### config.mk
export PLATFORM = sky130hd
export DESIGN_NAME = colisor_tiro
export DESIGN_NICKNAME = d
export VERILOG_FILES = /design/src/rtl/colisor_tiro.sv
export SDC_FILE = /design/constraint.sdc
export NUM_CORES = 1
export LEC_CHECK = 0
export ABC_AREA = 1
export CAP_MARGIN = 20
export CORE_UTILIZATION = 35
export DETAILED_ROUTE_END_ITERATION = 12
export GPL_TIMING_DRIVEN = 0
export PLACE_DENSITY_LB_ADDON = 0.05
export SYNTH_ARGS = -nofsm -noshare
export SYNTH_HDL_FRONTEND = slang
export SYNTH_SLANG_ARGS = --single-unit
### constraint.sdc
create_clock -name clk -period 16.4 [get_ports clk]
set_input_delay 4.1 -clock clk [delete_from_list [all_inputs] [get_ports clk]]
set_output_delay 4.1 -clock clk [all_outputs]
set_load 0.01 [all_outputs]
### src/rtl/colisor_tiro.sv
// Shot/collision checker for a two-player naval board: ship loading, hit detection, remaining cells.
// Define COLISOR_REPEAT_HIT_EN to report a repeat shot on an already-hit ship cell as a hit.
module colisor_tiro #(
  parameter int unsigned GRID = 9
) (
  input  logic       clk,
  input  logic       reset,
  input  logic       clear,
  input  logic       wr_en,
  input  logic       wr_player,
  input  logic [3:0] wr_x,
  input  logic [3:0] wr_y,
  input  logic       ready,
  input  logic       jogador,
  input  logic [3:0] coord_tiroX,
  input  logic [3:0] coord_tiroY,
  output logic       acertou_tiro,
  output logic       valid,
  output logic       busy,
  output logic [3:0] qtd_P1,
  output logic [3:0] qtd_P2
);

  localparam int unsigned Cells = GRID * GRID;
  localparam int unsigned IdxW  = (Cells > 1) ? $clog2(Cells) : 1;

  typedef enum logic [1:0] {StIdle, StCheck, StHold} state_e;

  state_e           state_q;
  logic             ready_q;
  logic             shot_player_q;
  logic [3:0]       shot_x_q;
  logic [3:0]       shot_y_q;
  // Index 0 is player 1, index 1 is player 2.
  logic [Cells-1:0] occ_q [2];
  logic [Cells-1:0] hit_q [2];
  logic [3:0]       qtd_q [2];

  logic            rise;
  logic            wr_ok;
  logic [IdxW-1:0] wr_idx;
  logic [IdxW-1:0] shot_idx;
  logic            target;
  logic            shot_occ;
  logic            shot_hit;

  function automatic logic in_range(input logic [3:0] c);
    return (c != 4'd0) && (32'(c) <= GRID);
  endfunction

  function automatic logic [IdxW-1:0] cell_idx(input logic [3:0] x, input logic [3:0] y);
    int unsigned i;
    i = (32'(y) - 32'd1) * GRID + (32'(x) - 32'd1);
    return i[IdxW-1:0];
  endfunction

  always_comb begin
    rise     = ready && !ready_q;
    wr_idx   = cell_idx(wr_x, wr_y);
    shot_idx = cell_idx(shot_x_q, shot_y_q);
    // A shooter always aims at the opponent's board.
    target   = ~shot_player_q;
    wr_ok    = (state_q == StIdle) && wr_en && !rise && in_range(wr_x) && in_range(wr_y) &&
               !occ_q[wr_player][wr_idx];
    shot_occ = in_range(shot_x_q) && in_range(shot_y_q) && occ_q[target][shot_idx];
    shot_hit = shot_occ && !hit_q[target][shot_idx];
  end

`ifdef COLISOR_REPEAT_HIT_EN
  logic shot_repeat;
  assign shot_repeat = shot_occ && hit_q[target][shot_idx];
`endif

  always_ff @(posedge clk or posedge reset) begin
    if (reset) begin
      state_q       <= StIdle;
      ready_q       <= 1'b0;
      shot_player_q <= 1'b0;
      shot_x_q      <= 4'd0;
      shot_y_q      <= 4'd0;
      occ_q         <= '{default: '0};
      hit_q         <= '{default: '0};
      qtd_q         <= '{default: '0};
      acertou_tiro  <= 1'b0;
      valid         <= 1'b0;
    end else if (clear) begin
      state_q      <= StIdle;
      // Track ready so a level held across the clear is not taken as a new shot.
      ready_q      <= ready;
      occ_q        <= '{default: '0};
      hit_q        <= '{default: '0};
      qtd_q        <= '{default: '0};
      acertou_tiro <= 1'b0;
      valid        <= 1'b0;
    end else begin
      ready_q <= ready;
      case (state_q)
        StIdle: begin
          if (rise) begin
            shot_player_q <= jogador;
            shot_x_q      <= coord_tiroX;
            shot_y_q      <= coord_tiroY;
            state_q       <= StCheck;
          end else if (wr_ok) begin
            occ_q[wr_player][wr_idx] <= 1'b1;
            if (qtd_q[wr_player] != 4'hF) qtd_q[wr_player] <= qtd_q[wr_player] + 4'd1;
          end
        end
        StCheck: begin
          if (shot_hit) begin
            hit_q[target][shot_idx] <= 1'b1;
            if (qtd_q[target] != 4'd0) qtd_q[target] <= qtd_q[target] - 4'd1;
          end
`ifdef COLISOR_REPEAT_HIT_EN
          acertou_tiro <= shot_hit || shot_repeat;
`else
          acertou_tiro <= shot_hit;
`endif
          valid   <= 1'b1;
          state_q <= StHold;
        end
        StHold: begin
          if (!ready) begin
            valid   <= 1'b0;
            state_q <= StIdle;
          end
        end
        default: state_q <= StIdle;
      endcase
    end
  end

  assign busy   = (state_q != StIdle);
  assign qtd_P1 = qtd_q[0];
  assign qtd_P2 = qtd_q[1];

endmodule
==> summary.txt, run 1 <==
Place
  – RePlAce Congestion: 0.890
  – Post-DP HPWL: 63,900 µm
  – Port bufs: 32

Clock tree
  – Skew-Pair Late Insertion Delay: 0.60 ns
  – CTS hold repair buffers: 0
  – Clock transition at path regs: 0.05 ns
  – CTS max path bufs: 3
  – Total CTS buffers: 44
  – CTS tree: yes
  – Root Buffer: clkbuf_16
  – Post-CTS Setup Inserts: 0
  – H-Tree Depth: 2
  – Clk sinks: 346
  – CTS resizes: 0

Final layout
  – Multi-input gate area: 10,600 µm²
  – Share of cells above drive strength 1: 0.0632
  – Total Nets Final: 3,431
  – Fill cells: 6,641
  – Diodes inserted: 0
  – Layout area overhead: 13.3%
  – FF/Latch Area: 8660 µm²

Global routing
  – GRT overflow: 0
  – Largest net degree at the start of global routing: 115
  – Met1 usage: 0.387
  – Initial antenna violation count: 0
  – Busiest grt layer: met2
  – Met2 Track Usage GR: 0.501
  – First-pass GRT wire length: 142,000 µm
  – Vias in the first global route: 22,300
  – Tot GR Track Use: 0.300
  – Met3 Usage GRT: 0.0390

Floorplan
  – Die height: 253 µm
  – Die area: 64,200 µm²
  – Num rows: 91
  – Die X-Extent: 253 µm
  – Initial Utilization: 0.356
  – Core Area: 62,100 µm²
  – I/O pin count: 34

Logic synthesis
  – Synth area leader: dfrtp_1
  – Synth Warn #: 0
  – Syn_nets: 3,343
  – Library cells used by synthesis: 39
  – Mapped Area: 22,100 µm²
  – Most common cell in the netlist: nand2_1
  – Share of the synthesized area in the top cell type: 0.392
  – Synth async-reset ratio: 1.00
  – Number of synthesized flops with an enable pin: 0
  – Seq/Total Area, Yosys: 0.392
  – Avg Cell Area, Syn: 6.76 µm²
  – #FFs+latches synth: 346
  – Commonest cells post-synth: nand2_1, inv_1, a21oi_1
  – Syn Inst Count: 3,269
  – Synth area leaders: dfrtp_1, nand2_1, a21oi_1
  – Top_reg_cell synth: dfrtp_1

Worst setup path
  – CP arrival: 9.34 ns
  – Critical Path Start Type: input pin
  – WP data required: 16.89 ns
  – Max FO, Critical Path: 10
  – Critical path class: in2reg
  – Critical Path End Type: register

Job
  – Max-cap violations: 0

Timing
  – Final Setup Violations: 0
  – Skew final: 0.0253 ns
  – WHS: 0.505 ns
  – Relative slew slack: 0.159
  – Post-layout min period: 8.85 ns
  – F_max: 113 MHz
  – Period Utilization, post-route: 0.540
  – Slew Limit Fails: 0
  – RSZ-0062 raised after global routing: false
  – Final hold vios: 0
  – Slew @ Worst Pin: 1.26 ns
  – Final setup TNS: 0 ns

Drt
  – Vias per inst: 5.34
  – Routed vias: 22,600
  – Routed WL: 95,200 µm
  – 1st-pass router iterations: 6
  – Wire per inst: 22.5 µm
  – DRT iter0 DRCs: 2,108
  – DRC: 0
  – Antenna-violating nets left: 0

Pwr
  – Power, Total: 5.32 mW
  – VDD IR max: 263 µV
  – Pleak: 10.9 nW
  – Pwr/cell area: 212 nW/µm²

Min path
  – Worst hold path type: reg2reg

Run status
  – Status: completed
## kinds of logic after synthesis
family / after synthesis / synth area share
AOI/OAI and AO/OA: 571 / 0.133
and+or+nand+nor: 1637 / 0.309
buffers and inverters: 647 / 0.128
muxes: 1 / 0.000453
xor gates and xnor gates: 16 / 0.00634
DFF: 346 / 0.392
adders and majority gates: 51 / 0.0309
## stage by stage
step / instances / util / instance area [µm²] / setup WS, ns
after CTS: 4223 / 0.404 / 25000 / 7.60
final: 4224 / 0.404 / 25100 / 7.55
after global placement: 4138 / 0.378 / 23500 / -2.52
after detailed placement: 4147 / 0.381 / 23700 / 7.02
after global routing: 4224 / 0.404 / 25100 / 7.37
after floorplan: 3269 / - / 22100 / 2.71
## path summary, 6_finish.rpt
path | start | end | slack [ns] | cells after the start
worst max-delay path | wr_y[0] | occ_q[112] | 7.55 | 23
worst min-delay path | qtd_P1[3] | qtd_P1[3] | 0.51 | 2
worst max register to register | shot_y_q[0] | qtd_P1[3] | 10.85 | 23
worst min register to register | qtd_P1[3] | qtd_P1[3] | 0.51 | 2
max in group asynchronous | reset | occ_q[86] | 10.61 | 5
min in group asynchronous | reset | qtd_P1[2] | 3.93 | 2
## critical path, cell delays in order
cell	delay [ns]
clkdlybuf4s50_1	0.51
inv_1	0.12
ha_1	0.26
nand2_1	0.08
nor2_1	0.05
ha_1	0.35
ha_1	0.29
inv_1	0.05
fa_1	0.53
inv_1	0.04
ha_1	0.34
xnor2_1	0.51
nor2_1	0.31
nand2_1	0.15
nand2_1	0.06
nor2_1	0.37
nor2_1	0.08
nor2_1	0.12
nand2_2	0.20
nor2_8	0.36
buf_6	0.21
nand2_1	0.07
a21oi_1	0.15
## report_power, final
| part | total, mW | leakage, nW | internal, mW | switching [mW] |
|---|---|---|---|---|
| Clock | 0.971 | 0.682 | 0.565 | 0.406 |
| Sequential | 0.873 | 4.82 | 0.864 | 0.00844 |
| Combinational | 3.48 | 5.45 | 0.768 | 2.71 |
## cell type report
cell class | instances | area share
clock inverters | 10 | 0.00430
repair buffers | 42 | 0.0198
plain buffers | 218 | 0.0488
clock buffers | 66 | 0.0509
inverters | 429 | 0.0648
flip-flops and latches | 346 | 0.346
multi-input cells | 2276 | 0.424
well taps | 837 | 0.0418
## layout by cell type, fill, tap and decap left out, types with 45 or more instances in the layout
cell type and instances:
ha_1 45, nor2_1 368, clkbuf_1 91, a21oi_1 390, o21ai_0 125, nand3_1 148, buf_2 68, dfrtp_1 346
nand4_1 173, nand2_1 930, inv_1 423, clkbuf_16 45
## state kept, by name, indices dropped and copies added, names as in the netlist
| name | flops |
|---|---|
| acertou_tiro | 1 |
| state_q | 2 |
| qtd_P1 | 4 |
| valid | 1 |
| shot_player_q | 1 |
| shot_x_q | 4 |
| hit_q | 162 |
| shot_y_q | 4 |
| occ_q | 162 |
| qtd_P2 | 4 |
| ready_q | 1 |
## per-layer routing
metal / vias to the layer above / share of wire
met5: - / 0
met4: 0 / 0.043
met1: 10800 / 0.42
met2: 878 / 0.47
met3: 221 / 0.067
li1: 10600 / -
Note: power is estimated with default switching activity, not from simulation.
==> run 2: changes to the inputs <==
clock period = 8.99 ns   (was 16.4 ns; I/O delays follow)
==> summary.txt, run 2 (synthesis gave the netlist of run 1 again) <==
Run status
  – Status: completed

Clock tree
  – Total CTS buffers: 44
  – Clock transition at path regs: 0.05 ns
  – CTS max path bufs: 3
  – CTS hold repair buffers: 0
  – Clk sinks: 346
  – CTS tree: yes
  – CTS resizes: 0
  – Skew-Pair Late Insertion Delay: 0.59 ns
  – H-Tree Depth: 2
  – Post-CTS Setup Inserts: 0
  – Root Buffer: clkbuf_16

Worst setup path
  – Slowest cell delay on critical path: 0.53 ns
  – Critical path endpoint: occ_q[82]
  – CP startpoint: wr_x[0]
  – Critical path class: in2reg
  – CP dominant cell by count: nor2_1
  – CP cell instances: clkdlybuf4s50_1 > inv_1 > ha_1 > nand2_1 > nor2_1 > ha_1 > ha_1 > inv_1 > fa_1 > inv_1 > ha_1 > xnor2_1 > nor2_1 > o21ai_1 > nand2_1 > nor2_1 > nor2_1 > nor2_1 > nand2_2 > nor2_8 > buf_6 > nand2_1 > a21oi_1
  – CP max-delay cell: fa_1
  – Reg-to-reg startpoint: shot_y_q[0]
  – Critical Path End Type: register
  – Max FO, Critical Path: 10
  – Capturing point of the worst reg2reg path: qtd_P1[3]
  – R2R depth: 23
  – Reg2Reg Setup Slack: 3.47 ns
  – Critical Path Start Type: input pin
  – CP arrival: 7.44 ns
  – WP data required: 9.49 ns

Final layout
  – Commonest non-fill, non-tap cells in the layout: nand2_1, inv_1, a21oi_1
  – Fill cells: 6,641
  – Regs by FF count: hit_q (162), occ_q (162)
  – Commonest non-fill, non-tap cell in the layout: nand2_1
  – Fin cells: 4,232
  – Final non-filler cell area: 25,200 µm²
  – Total Nets Final: 3,439
  – Diodes inserted: 0
  – Share of cells above drive strength 1: 0.0654
  – Layout area overhead: 13.9%

Timing
  – Skew final: 0.0149 ns
  – F_max: 144 MHz
  – Slew @ Worst Pin: 1.24 ns
  – Relative slew slack: 0.172
  – Post-layout min period: 6.95 ns
  – Slew Limit Fails: 0
  – Final setup TNS: 0 ns
  – WHS: 0.513 ns
  – Final hold vios: 0
  – Final Setup Violations: 0
  – RSZ-0062 raised after global routing: false
  – Period Utilization, post-route: 0.773

Pwr
  – Pleak: 11.0 nW
  – Pwr/cell area: 386 nW/µm²
  – VDD IR max: 323 µV

Floorplan
  – I/O pin count: 34
  – Die X-Extent: 253 µm
  – Die area: 64,200 µm²
  – Initial Utilization: 0.356
  – Die height: 253 µm
  – Core Area: 62,100 µm²
  – Num rows: 91

Drt
  – Wire per inst: 22.7 µm
  – DRT iter0 DRCs: 2,337
  – Routed WL: 96,000 µm
  – Vias per inst: 5.40
  – Routed vias: 22,900
  – 1st-pass router iterations: 5
  – Antenna-violating nets left: 0
  – DRC: 0

Global routing
  – GRT overflow: 0
  – Tot GR Track Use: 0.303
  – Initial antenna violation count: 0
  – First-pass GRT wire length: 144,000 µm
  – Vias in the first global route: 22,200
  – Largest net degree at the start of global routing: 40

Place
  – Placed instance count: 4,155
  – Post-DP HPWL: 65,000 µm
  – DP Area: 23,800 µm²
  – RePlAce Congestion: 0.902
  – Port bufs: 32

Min path
  – Worst hold path type: reg2reg

Job
  – Max-cap violations: 0
## run 2: per-layer routing
| metal | vias to the layer above | global-route usage | wire length (µm) |
|---|---|---|---|
| met2 | 956 | 0.498 | 44500 |
| met4 | 0 | 0.139 | 4650 |
| met5 | - | 0 | 0 |
| met1 | 11000 | 0.395 | 40600 |
| met3 | 243 | 0.0387 | 6300 |
| li1 | 10600 | - | - |
## run 2: worst min path at each step
| stage | start | to | slack [ns] | depth (start not counted) |
|---|---|---|---|---|
| 4_1_cts | hit_q[126] | hit_q[126] | 0.51 | 2 |
| 3_3_place_gp | qtd_P1[3] | qtd_P1[3] | 0.48 | 2 |
| 6_report | hit_q[126] | hit_q[126] | 0.51 | 2 |
| 2_1_floorplan | hit_q[80] | hit_q[80] | 0.49 | 2 |
| 3_5_place_dp | qtd_P1[3] | qtd_P1[3] | 0.50 | 2 |
| 5_1_grt | hit_q[124] | hit_q[124] | 0.53 | 2 |
## run 2: final cells by class
type | count | area (µm²) | area share
Timing Repair Buffer | 50 | 629 | 0.0250
Inverter | 429 | 1620 | 0.0643
Clock buffer | 71 | 1350 | 0.0538
Tap cell | 837 | 1050 | 0.0416
Clock inverter | 5 | 25.0 | 0.000994
Buffer | 218 | 1220 | 0.0486
Sequential cell | 346 | 8660 | 0.344
Multi-Input combinational cell | 2276 | 10600 | 0.422
## run 2: metrics by stage
stage / setup slack [ns] / util / total power [mW]
after global placement: -0.818 / 0.378 / 7.68
after global routing: 1.82 / 0.406 / 10.1
after detailed placement: 1.48 / 0.383 / 7.78
after CTS: 2.05 / 0.405 / 9.54
final: 2.04 / 0.406 / 9.71
after floorplan: 2.11 / - / 5.25
## run 2: where the power goes
group | leakage (nW) | switching, mW | total [mW] | internal, mW
clock network | 0.683 | 0.741 | 1.76 | 1.02
logic | 5.51 | 4.95 | 6.35 | 1.41
registers | 4.82 | 0.0156 | 1.59 | 1.58
## run 2: critical path: cells and delay by family
kind	cells	cell delay [ns]
simple gates	10	1.76
fa+ha+maj	5	1.70
buf+inv	5	0.89
xor+xnor	1	0.50
compound gates	2	0.33
==> run 3: changes to the inputs <==
clock period = 5.6 ns   (was 8.99 ns; I/O delays follow)
==> summary.txt, run 3 (synthesis gave the netlist of run 1 again) <==
Run status
  – Status: completed

Global routing
  – Largest net degree at the start of global routing: 40
  – GRT overflow: 0
  – Vias in the first global route: 22,200
  – Initial antenna violation count: 0
  – Tot GR Track Use: 0.303
  – First-pass GRT wire length: 144,000 µm

Worst setup path
  – CP arrival: 5.92 ns
  – Critical Path End Type: register
  – CP startpoint: wr_y[0]
  – Reg2Reg Setup Slack: 0.30 ns
  – Capturing point of the worst reg2reg path: qtd_P1[3]
  – Max FO, Critical Path: 10
  – R2R depth: 22
  – Critical path class: in2reg
  – Critical Path Start Type: input pin
  – Reg-to-reg startpoint: shot_y_q[0]
  – Critical path endpoint: occ_q[4]
  – WP data required: 6.10 ns

Timing
  – Skew final: 0.0168 ns
  – Final hold vios: 0
  – Period Utilization, post-route: 0.969
  – Post-layout min period: 5.43 ns
  – Final Setup Violations: 0
  – Slew @ Worst Pin: 1.15 ns
  – Final setup TNS: 0 ns
  – RSZ-0062 raised after global routing: false
  – Relative slew slack: 0.233
  – Slew Limit Fails: 0
  – F_max: 184 MHz

Floorplan
  – I/O pin count: 34
  – Core Area: 62,100 µm²
  – Die height: 253 µm
  – Initial Utilization: 0.356
  – Die X-Extent: 253 µm
  – Num rows: 91
  – Die area: 64,200 µm²

Final layout
  – Total Nets Final: 3,444
  – Share of cells above drive strength 1: 0.0750
  – Commonest non-fill, non-tap cells in the layout: nand2_1, inv_1, a21oi_1
  – Commonest non-fill, non-tap cell in the layout: nand2_1
  – Final non-filler cell area: 25,400 µm²
  – Fill cells: 6,635
  – Final core occ: 0.409
  – Fin cells: 4,237
  – Regs by FF count: hit_q (162), occ_q (162)
  – Diodes inserted: 0
  – Layout area overhead: 14.8%

Drt
  – DRT iter0 DRCs: 2,238
  – Antenna-violating nets left: 0
  – Vias per inst: 5.39
  – DRC: 0
  – 1st-pass router iterations: 6
  – Wire per inst: 22.6 µm
  – Routed vias: 22,800
  – Routed WL: 95,900 µm

Clock tree
  – CTS tree: yes
  – Root Buffer: clkbuf_16
  – Clock transition at path regs: 0.06 ns
  – Total CTS buffers: 44
  – CTS max path bufs: 3
  – H-Tree Depth: 2
  – Clk sinks: 346
  – Skew-Pair Late Insertion Delay: 0.59 ns

Min path
  – Worst hold path type: reg2reg
  – Hold path start: hit_q[126]

Place
  – Post-DP HPWL: 65,000 µm
  – RePlAce Congestion: 0.902
  – Placed instance count: 4,155
  – Port bufs: 32
  – DP Area: 23,800 µm²

Pwr
  – VDD IR max: 526 µV
  – Pleak: 11.1 nW
  – Pwr/cell area: 617 nW/µm²

Job
  – Max-cap violations: 0
-- run 3: area by class of cell --
cell class	count	area, µm²	share of cell area
clock buffers	71	1350	0.0533
clock inverters	5	25.0	0.000986
flip-flops and latches	346	8660	0.341
plain buffers	215	1210	0.0478
repair buffers	58	722	0.0284
inverters	429	1620	0.0639
multi-input cells	2276	10700	0.423
well taps	837	1050	0.0413
-- run 3: per-layer routing --
metal / wire length, µm / GRT usage / up-vias
met4: 4410 / 0.136 / 0
met3: 6140 / 0.0388 / 233
met2: 44700 / 0.499 / 926
met1: 40700 / 0.395 / 11000
met5: 0 / 0 / -
li1: - / - / 10600
-- run 3: what timing repair did --
action,CTS,global route
pin swaps,2,4
gates resized for setup,16,22
setup endpoints to repair,170,243
hold buffers,0,0
buffers inserted,6,1
-- run 3: worst min-delay path by stage --
stage	slack, ns	end	depth (start not counted)
2_1_floorplan	0.49	hit_q[80]	2
3_3_place_gp	0.48	qtd_P1[3]	2
3_5_place_dp	0.50	qtd_P1[3]	2
4_1_cts	0.51	hit_q[126]	2
5_1_grt	0.53	hit_q[124]	2
6_report	0.51	hit_q[126]	2
-- run 3: worst max-delay path, cell delays in order --
cell and delay (ns):
clkdlybuf4s50_1 0.49, inv_1 0.11, ha_1 0.25, xor2_1 0.27, ha_1 0.29, ha_1 0.30, ha_2 0.43, nor2_4 0.11
nand2_2 0.20, inv_1 0.23, nand2_1 0.11, nand2_1 0.05, nor2_1 0.09, nand3_1 0.09, nand2_1 0.09, nand2_1 0.09
nor2_4 0.20, nor2_1 0.06, nor2_1 0.17, nand2_4 0.15, nor2_8 0.16, buf_12 0.15, buf_6 0.16, nand2_1 0.06
a21oi_1 0.16
-- run 3: power by group --
part,leakage (nW),internal (mW),switching (mW)
Clock,0.683,1.64,1.18
Combinational,5.57,2.30,7.98
Sequential,4.82,2.53,0.0245
-- run 3: stage by stage --
step                      power, mW  hold slack, ns  worst slack (ns)
after detailed placement       12.5           0.502             -1.06
after global routing           16.3           0.526           0.00849
after global placement         12.3           0.484             -3.36
after floorplan                8.43           0.491            -0.430
final                          15.7           0.513             0.174
after CTS                      15.4           0.514            0.0708
